<file path="config.mk">
export PLATFORM = sky130hd
export DESIGN_NAME = i2s_tx_out
export DESIGN_NICKNAME = d
export VERILOG_FILES = /design/src/rtl/i2s_tx_out.sv
export SDC_FILE = /design/constraint.sdc
export NUM_CORES = 1
export LEC_CHECK = 0
export CAP_MARGIN = 20
export CORE_UTILIZATION = 55
export CTS_BUF_LIST = sky130_fd_sc_hd__clkbuf_2
export DETAILED_ROUTE_END_ITERATION = 8
export PLACE_DENSITY_LB_ADDON = 0.15
export SLEW_MARGIN = 30
export SYNTH_ARGS = -nofsm -noshare
export SYNTH_HDL_FRONTEND = slang
export SYNTH_SLANG_ARGS = --single-unit
</file>
<file path="constraint.sdc">
create_clock -name clk -period 2.55 [get_ports clk]
set_clock_uncertainty 0.2 [all_clocks]
set_input_delay 0.765 -clock clk [delete_from_list [all_inputs] [get_ports clk]]
set_output_delay 0.765 -clock clk [all_outputs]
set_load 0.005 [all_outputs]
</file>
<file path="src/rtl/i2s_tx_out.sv">
// i2s_tx_out: sample FIFO feeding a Philips I2S transmitter clocked from clk.
// Define I2S_TX_MONO_DUP_EN to repeat each sample on the right channel.
module i2s_tx_out #(
  parameter int CLK_DIV    = 2,
  parameter int FIFO_DEPTH = 4
) (
  input  logic                          clk,
  input  logic                          rst_n,
  input  logic                          en,
  input  logic [23:0]                   sample_in,
  input  logic                          sample_valid,
  output logic                          sample_ready,
  output logic [$clog2(FIFO_DEPTH):0]   fifo_level,
  output logic                          i2s_sclk,
  output logic                          i2s_lrclk,
  output logic                          i2s_sdata,
  output logic                          underrun
);

  localparam int AW = $clog2(FIFO_DEPTH);
  localparam int LW = AW + 1;
  localparam int DW = (CLK_DIV > 1) ? $clog2(CLK_DIV) : 1;
  localparam logic [DW-1:0] DIV_MAX  = DW'(CLK_DIV - 1);
  localparam logic [LW-1:0] FULL_LVL = LW'(FIFO_DEPTH);

  typedef enum logic [1:0] {
    IDLE,
    PRIME,
    RUN
  } state_t;

  state_t        state;
  logic [23:0]   mem [FIFO_DEPTH];
  logic [AW-1:0] wr_ptr;
  logic [AW-1:0] rd_ptr;
  logic [LW-1:0] lvl_nxt;
  logic [DW-1:0] div_cnt;
  logic [5:0]    bit_cnt;
  logic [5:0]    bit_nxt;
  logic [23:0]   shreg;
  logic          empty;
  logic          push;
  logic          pop;
  logic          tick;
  logic          frame_end;

  function automatic logic slot_bit(input logic [5:0] bc,
                                    input logic [23:0] s);
    logic [4:0] p;
    logic [4:0] idx;
    logic       b;
    p   = bc[4:0];
    idx = 5'd24 - p;
    b   = 1'b0;
    if (p >= 5'd1 && p <= 5'd24) b = s[idx];
`ifndef I2S_TX_MONO_DUP_EN
    if (bc[5]) b = 1'b0;
`endif
    return b;
  endfunction

  assign empty     = (fifo_level == '0);
  assign push      = sample_valid && sample_ready;
  assign tick      = (state == RUN) && (div_cnt == DIV_MAX);
  assign frame_end = tick && i2s_sclk && (bit_cnt == 6'd63);
  assign bit_nxt   = bit_cnt + 6'd1;
  assign pop       = !empty && en &&
                     ((state == PRIME) || frame_end);

  always_comb begin
    lvl_nxt = fifo_level;
    unique case ({push, pop})
      2'b10:   lvl_nxt = fifo_level + LW'(1);
      2'b01:   lvl_nxt = fifo_level - LW'(1);
      default: lvl_nxt = fifo_level;
    endcase
  end

  always_ff @(posedge clk) begin
    if (push) mem[wr_ptr] <= sample_in;
  end

  always_ff @(posedge clk or negedge rst_n) begin
    if (!rst_n) begin
      wr_ptr       <= '0;
      rd_ptr       <= '0;
      fifo_level   <= '0;
      sample_ready <= 1'b1;
    end else begin
      if (push) wr_ptr <= wr_ptr + AW'(1);
      if (pop)  rd_ptr <= rd_ptr + AW'(1);
      fifo_level   <= lvl_nxt;
      sample_ready <= (lvl_nxt != FULL_LVL);
    end
  end

  // SDATA/LRCLK move only on the falling SCLK tick
  always_ff @(posedge clk or negedge rst_n) begin
    if (!rst_n) begin
      state     <= IDLE;
      div_cnt   <= '0;
      bit_cnt   <= '0;
      shreg     <= '0;
      i2s_sclk  <= 1'b0;
      i2s_lrclk <= 1'b0;
      i2s_sdata <= 1'b0;
      underrun  <= 1'b0;
    end else begin
      underrun <= 1'b0;
      unique case (state)
        IDLE: begin
          div_cnt   <= '0;
          bit_cnt   <= '0;
          i2s_sclk  <= 1'b0;
          i2s_lrclk <= 1'b0;
          i2s_sdata <= 1'b0;
          if (en) state <= PRIME;
        end
        PRIME: begin
          if (!en) begin
            state <= IDLE;
          end else if (!empty) begin
            shreg     <= mem[rd_ptr];
            bit_cnt   <= '0;
            div_cnt   <= '0;
            i2s_sclk  <= 1'b0;
            i2s_lrclk <= 1'b0;
            i2s_sdata <= 1'b0;
            state     <= RUN;
          end
        end
        RUN: begin
          if (!tick) begin
            div_cnt <= div_cnt + DW'(1);
          end else begin
            div_cnt  <= '0;
            i2s_sclk <= ~i2s_sclk;
            if (i2s_sclk) begin
              bit_cnt   <= bit_nxt;
              i2s_lrclk <= bit_nxt[5];
              i2s_sdata <= slot_bit(bit_nxt, shreg);
              if (frame_end) begin
                if (!en) begin
                  state <= IDLE;
                end else if (empty) begin
                  shreg    <= '0;
                  underrun <= 1'b1;
                end else begin
                  shreg <= mem[rd_ptr];
                end
              end
            end
          end
        end
        default: state <= IDLE;
      endcase
    end
  end

endmodule

</file>
==> summary.txt, run 1 <==
Route
  • Final wirelength: a little over 10000 um
  • First-pass detailed-route iteration total: 4
  • Via count: ~3300
  • Post-route ant nets: 0
  • Vias per inst: around 5.5
  • DR iter-0 viols: approximately 160
  • Routed len/inst: 16.8 um
  • DRC: 0

Logic synthesis
  • FFs w/ async S/R, synth: 31.4%
  • Top_reg_cell synth: edfxtp_1
  • Post-synthesis instance total: ~380
  • Top cell type by total area after synthesis: edfxtp_1
  • Post-Syn Area: between 0.005 and 0.006 mm^2
  • Syn avg cell area: between 15 and 20 um^2
  • Top post-synthesis cells by area: edfxtp_1 49%, dfrtp_1 18%, mux4_2 12%
  • Flops & latches, synth: 140
  • Syn_nets: 415
  • Top cell type's share of synthesized area: 49.3%
  • Netlist cell types: 44
  • Register area share after synthesis: ~68%
  • Yosys warning total: 0
  • Post-synth EDFFs: 96

Hold path
  • Worst hold-check path type: flop to flop
  • Hold path start: shreg[21]$_DFFE_PN0P_
  • Hold Path Depth: 2
  • Hold Path Sink: shreg[21]$_DFFE_PN0P_

Critical path
  • Worst r2r src: bit_cnt[1]$_DFFE_PN0P_
  • CP Class: flop to flop
  • Cell count of the worst reg-to-reg path: 12
  • Family with the most delay on the worst path: adder cells
  • Worst path cell trace: ha_2 > and3_4 > nand3_4 > o21a_1 > nor2_2 > ha_2 > inv_2 > fa_2 > xor2_1 > nor2_1 > xor2_1 > nand2_1
  • Critical Path RT: 2940 ps
  • Flop-to-flop setup slack: around 52 ps
  • Critical-path top delay cell: dfrtp_1
  • CP arrival: between 2000 and 3000 ps
  • Max FO, Critical Path: 3
  • Max stage delay on crit path: 410 ps
  • FF-to-FF End: sample_ready$_DFF_PN1_
  • Buf/Inv on CP: 1
  • Startpoint Class: flop
  • Critical Path Sink Type: flop

Layout
  • Layout Cells excl Fill: between 600 and 700
  • Layout cells sized above 1: around 25%
  • Layout area overhead: 18.9%
  • Final core utilization: between 60% and 70%
  • ANT cells: 0
  • Nets: 490
  • Final instance area: between 0.006 and 0.007 mm^2
  • Most frequent cells in the layout: 96 x edfxtp_1, 60 x nand2_1, 42 x dfrtp_1, 35 x buf_4, 33 x o21ai_0
  • Most common cell after layout, fill and taps aside: edfxtp_1

Place
  • DP Cell Count: around 560
  • Port bufs: 35
  • GP Congestion: around 0.8
  • Post-DP HPWL: ~6300 um
  • Placed cell area: 0.00658 mm^2
  • Pre-CTS setup slack: -299 ps

STA
  • Final hold vios: 0
  • Worst-margin pin slew: between 500 and 600 ps
  • Fin crit share: 98.0%
  • Max Slew Vio Count: 0
  • Final WS setup: between 50 and 60 ps
  • Worst rel slew slack: between 60% and 70%
  • RSZ-0062 raised after global routing: true
  • Fin crit period: ~2500 ps
  • Setup Viol. Count Final: 0
  • Fmax achieved: between 0.4 and 0.5 GHz

Global routing
  • Vias in the first global route: between 3000 and 4000
  • Met2 usage: 34.2%
  • GRT busiest layer: met2
  • First-pass GRT wire length: approximately 17000 um
  • GRT Util Overall: a little over a fifth
  • Initial antenna violation count: 0
  • Largest net degree at the start of global routing: 49
  • Met1 GRT Util: ~27%
  • Met3 usage: ~4.4%
  • GRT overflow: 0

Pwr
  • P_leak: roughly 2.7 nW
  • Peak supply drop: 0.466 mV
  • P per Cell Area: 944 mW/mm^2

Clock tree
  • Htree depth: 4
  • Clk Latency, worst-skew pair: roughly 630 ps
  • Root buffer cell: clkbuf_2
  • Clk sink count: 140
  • Num CTS Buffers: 17
  • Clk buf depth: 2
  • Clock Pin Slew Worst Setup and Hold Paths: between 200 and 250 ps
  • CTS tree: built

Die
  • Row count: 37
  • Ports: 36
  • CORE AREA: 0.0103 mm^2
  • Initial core utilization: 56.6%
  • Die X: roughly 110 um
  • Die H: roughly 110 um
  • Die area: 0.0110 mm^2

Run
  • Max Cap Viol: 0

Run status
  • Status: finished clean
## synth_stat cells (3+ instances only)
cell and instances:
nand2_1 60, ha_1 7, clkbuf_1 11, nor3_1 4, nand3_1 4, nor2b_1 3
mux4_2 30, nand2b_1 8, xnor2_1 5, inv_1 9, mux2i_1 6, buf_2 9
edfxtp_1 96, xor2_1 5, nor2_1 8, dfrtp_1 43, and3_1 6, o21ai_0 33
## kinds of logic after synthesis
family / count (synthesis) / share of synthesized area (%)
xor gates and xnor gates: 10 / 1.50
buffers and inverters: 30 / 2.25
muxes: 37 / 12.8
and+or+nand+nor: 102 / 8.01
AOI/OAI and AO/OA: 52 / 5.46
DFF: 140 / 68.2
adders and majority gates: 8 / 1.84
## repair_timing
action | 4_1_cts | 5_1_grt
endpoints found under the hold margin | 43 | 0
hold buffers | 1 | 0
pin swaps | 3 | 3
setup endpoints to repair | 9 | 5
setup buffers | 7 | 6
gates resized for setup | 6 | 8
## layout make-up
cell class	instances	area [um^2]
fill	761	3370
tap	136	170
sequential	140	3990
timing repair buffer	77	737
clock inverter	15	164
multi-input combinational	209	1770
inverter	9	36.3
clock buffer	17	85.1
## worst max-delay path by stage
stage	depth (start not counted)	end	start
floorplan	12	sample_ready$_DFF_PN1_	bit_cnt[1]$_DFFE_PN0P_
global placement	10	sample_ready$_DFF_PN1_	en
detailed placement	10	sample_ready$_DFF_PN1_	en
CTS	1	fifo_level[0]	fifo_level[0]$_DFF_PN0_
global route	12	sample_ready$_DFF_PN1_	bit_cnt[1]$_DFFE_PN0P_
finish	12	sample_ready$_DFF_PN1_	bit_cnt[1]$_DFFE_PN0P_
## sequential cells by signal, indices dropped and copies added, names as in the netlist
signal        count
sample_ready      1
shreg            24
bit_cnt           5
i2s_lrclk         1
i2s_sdata         1
state             2
underrun          1
i2s_sclk          1
rd_ptr            2
wr_ptr            2
div_cnt           1
fifo_level        3
mem              96
## worst register-to-register path, delay by kind of cell, from the launching register on
kind	cells	cell delay, ps
flops	1	410
compound gates	1	190
xor+xnor	2	330
simple gates	5	610
fa+ha+maj	3	700
buf+inv	1	40
## stage by stage
stage	TNS, ps	total power, W	hold slack [ps]
finish	0	0.00656	302
detailed placement	-613	0.00532	268
global route	-162	0.00700	336
floorplan	-40.4	0.00457	245
CTS	0	0.00665	306
global placement	-459	0.00525	259
## layer usage
layer  part of all wire, %  vias up
li1                      -     1575
met1                    44     1647
met2                    50       70
met3                   2.9       12
met4                   2.3        0
met5                     0        -
## where the power goes
part	internal (W)	leakage [nW]	switching [W]
Combinational	0.00104	1.12	0.00101
Sequential	0.00300	1.44	0.000201
Clock	0.000467	0.141	0.000837
(Power assumes the default switching activity.)
==> run 2, diff against run 1 <==
--- a/config.mk
+++ b/config.mk
@@ -6,6 +6,8 @@
 export NUM_CORES = 1
 export LEC_CHECK = 0
 export CAP_MARGIN = 20
+export CORE_ASPECT_RATIO = 0.7
+export CORE_MARGIN = 2
 export CORE_UTILIZATION = 55
 export CTS_BUF_LIST = sky130_fd_sc_hd__clkbuf_2
 export DETAILED_ROUTE_END_ITERATION = 8
==> summary.txt, run 2 (same netlist as run 1, synthesis figures left out) <==
Run status
  • Status: finished, violations left
  • Failing checks: negative setup slack

Critical path
  • Startpoint Class: flop
  • Critical Path RT: 2980 ps (+40 ps)
  • CP arrival: 3030 ps (+150 ps)
  • Max FO, Critical Path: 2 (-1)
  • CP Class: flop to flop
  • Critical Path Sink Type: flop

Global routing
  • First-pass GRT wire length: 18300 um (+6.6%)
  • Initial antenna violation count: 0 (unchanged)
  • Vias in the first global route: 3524 (+2.6%)
  • Largest net degree at the start of global routing: 49 (unchanged)
  • GRT Util Overall: 21.3% (+0.49 points)
  • GRT overflow: 0 (unchanged)

Clock tree
  • Num CTS Buffers: 17 (unchanged)
  • CTS tree: built
  • Clock Pin Slew Worst Setup and Hold Paths: 210 ps (about the same)
  • Clk sink count: 140 (unchanged)
  • Root buffer cell: clkbuf_2
  • Htree depth: 4 (unchanged)
  • Clk Latency, worst-skew pair: 690 ps (+60 ps)
  • Clk buf depth: 2 (unchanged)

Layout
  • Layout Cells excl Fill: 606 (+0.50%)
  • Nets: 497 (+1.4%)
  • Layout cells sized above 1: 27.2% (+1.9 points)
  • Final core utilization: 67.9% (+0.61 points)
  • Most common cell after layout, fill and taps aside: edfxtp_1
  • ANT cells: 0 (unchanged)
  • Max FFs per register: 96 (unchanged)
  • Top Registers: mem x96, shreg x24, bit_cnt x5
  • Area of the multi-input gates: 0.00180 mm^2 (+1.6%)
  • Biggest register: mem
  • Most frequent cells in the layout: 96 x edfxtp_1, 59 x nand2_1, 42 x dfrtp_1, 39 x buf_4, 33 x o21ai_0
  • # fillers: 743 (-2.4%)
  • Register area: 0.00399 mm^2 (unchanged)
  • Final instance area: 0.00704 mm^2 (+1.2%)
  • Layout area overhead: 20.4%

Die
  • Initial core utilization: 56.4% (-0.18 points)
  • CORE AREA: 0.0104 mm^2 (+0.31%)
  • Die area: 0.0115 mm^2 (+4.0%)
  • Row count: 31 (-16%)
  • Die X: 127 um (+21%)
  • Die H: 90.3 um (-14%)
  • Ports: 36 (unchanged)

STA
  • Max Slew Vio Count: 0 (unchanged)
  • Fin crit share: 102% (+4.0 points)
  • Final hold vios: 0 (unchanged)
  • RSZ-0062 raised after global routing: true
  • Fin crit period: 2600 ps (+102 ps)
  • Final WS setup: -49.9 ps (-102 ps)
  • Fin Hold WS: 305 ps (+3.38 ps)
  • Setup Viol. Count Final: 2 (+2)
  • Worst-margin pin slew: 578 ps (+14.6 ps)
  • Fmax achieved: 0.385 GHz (-3.9%)
  • Worst rel slew slack: 61.5% (-0.97 points)

Route
  • DR iter-0 viols: 280 (+78%)
  • Final wirelength: 11300 um (+11%)
  • Routed len/inst: 18.6 um (+11%)
  • First-pass detailed-route iteration total: 8 (+4)
  • Vias per inst: 5.72 (+4.4%)
  • Post-route ant nets: 0 (unchanged)
  • Via count: 3465 (+4.9%)
  • DRC: 0 (unchanged)

Place
  • Post-DP HPWL: 6990 um (+11%)
  • GP Congestion: 0.819 (+2.7%)
  • DP Cell Count: 555 (-0.36%)
  • Placed cell area: 0.00661 mm^2 (+0.53%)
  • Port bufs: 35 (unchanged)

Pwr
  • Gate power share: 31.7% (+0.4 points)
  • Clock network power share: 19.4% (-0.5 points)
  • Total power: 0.00666 W (+1.5%)
  • Register share of total power: 48.9% (about the same)
  • P per Cell Area: 947 mW/mm^2 (+0.32%)
  • Internal power: 0.00455 W (+0.88%)
  • Switching pwr: 0.00211 W (+3.0%)
  • Peak supply drop: 0.453 mV (-2.7%)
  • P_leak: 2.74 nW (+1.7%)
  • Switching fraction of total power: 31.7% (+0.45 points)

Run
  • Max Cap Viol: 0 (unchanged)

Hold path
  • Worst hold-check path type: flop to flop
run 2: cell types whose count changed in the layout (fill, tap and decap cells not counted), sizes merged:
cell / change
clkdlybuf4s15: +1
inv: -2
clkdlybuf4s50: -1
buf: +7
dlymetal6s2s: -2
clkbuf: +2
dlygate4sd2: +2
run 2: final timing paths:
check | from | endpoint | slack [ps] | cells after the start
max | bit_cnt[1]$_DFFE_PN0P_ | sample_ready$_DFF_PN1_ | -50 | 12
min | shreg[13]$_DFFE_PN0P_ | shreg[13]$_DFFE_PN0P_ | 310 | 2
max reg2reg | bit_cnt[1]$_DFFE_PN0P_ | sample_ready$_DFF_PN1_ | -50 | 12
min reg2reg | shreg[13]$_DFFE_PN0P_ | shreg[13]$_DFFE_PN0P_ | 310 | 2
max in group asynchronous | rst_n | shreg[9]$_DFFE_PN0P_ | 1250 | 3
min in group asynchronous | rst_n | wr_ptr[1]$_DFFE_PN0P_ | 370 | 2
run 2: layout make-up:
cell class	instances	share of cell area [%]
Clock buffer	19	1.35
Tap cell	132	2.35
Sequential cell	140	56.7
Timing Repair Buffer	84	11.5
Inverter	9	0.516
Multi-Input combinational cell	209	25.6
Clock inverter	13	2.03
run 2: power groups by stage:
stage | registers (W) | clock network (W) | logic [W]
after global placement | 0.00328 | 0 | 0.00199
after global routing | 0.00331 | 0.00139 | 0.00235
after CTS | 0.00325 | 0.00132 | 0.00211
after floorplan | 0.00322 | 0 | 0.00135
final | 0.00325 | 0.00130 | 0.00211
after detailed placement | 0.00332 | 0 | 0.00204
run 2: per-stage QoR:
step,setup WS [ps],TNS [ps]
finish,-49.9,-70.0
global route,-204,-457
CTS,1.87,0
detailed placement,-337,-726
global placement,-236,-432
floorplan,-40.4,-40.4
run 2: timing repair:
action	CTS	global route
endpoints found under the setup margin	11	4
endpoints found under the hold margin	22	0
gates resized for setup	11	11
pin swaps	6	12
buffers inserted	14	5
hold buffers	1	0
run 2: worst max-delay path: stages (launching register included):
cell	delay [ps]
dfrtp_1	410
ha_2	200
and3_4	200
nand3_4	70
o21a_1	200
nor2_2	140
ha_2	200
inv_2	40
fa_2	330
xor2_1	150
nor2_1	120
xor2_1	210
nand2_1	80
run 2: routing by layer:
metal / track usage (%) / vias up / routed length (um)
met3: 5.75 / 16 / 549
met5: 0 / - / 0
met2: 33.1 / 95 / 5350
met1: 29.8 / 1761 / 5230
met4: 7.23 / 0 / 160
li1: - / 1593 / -
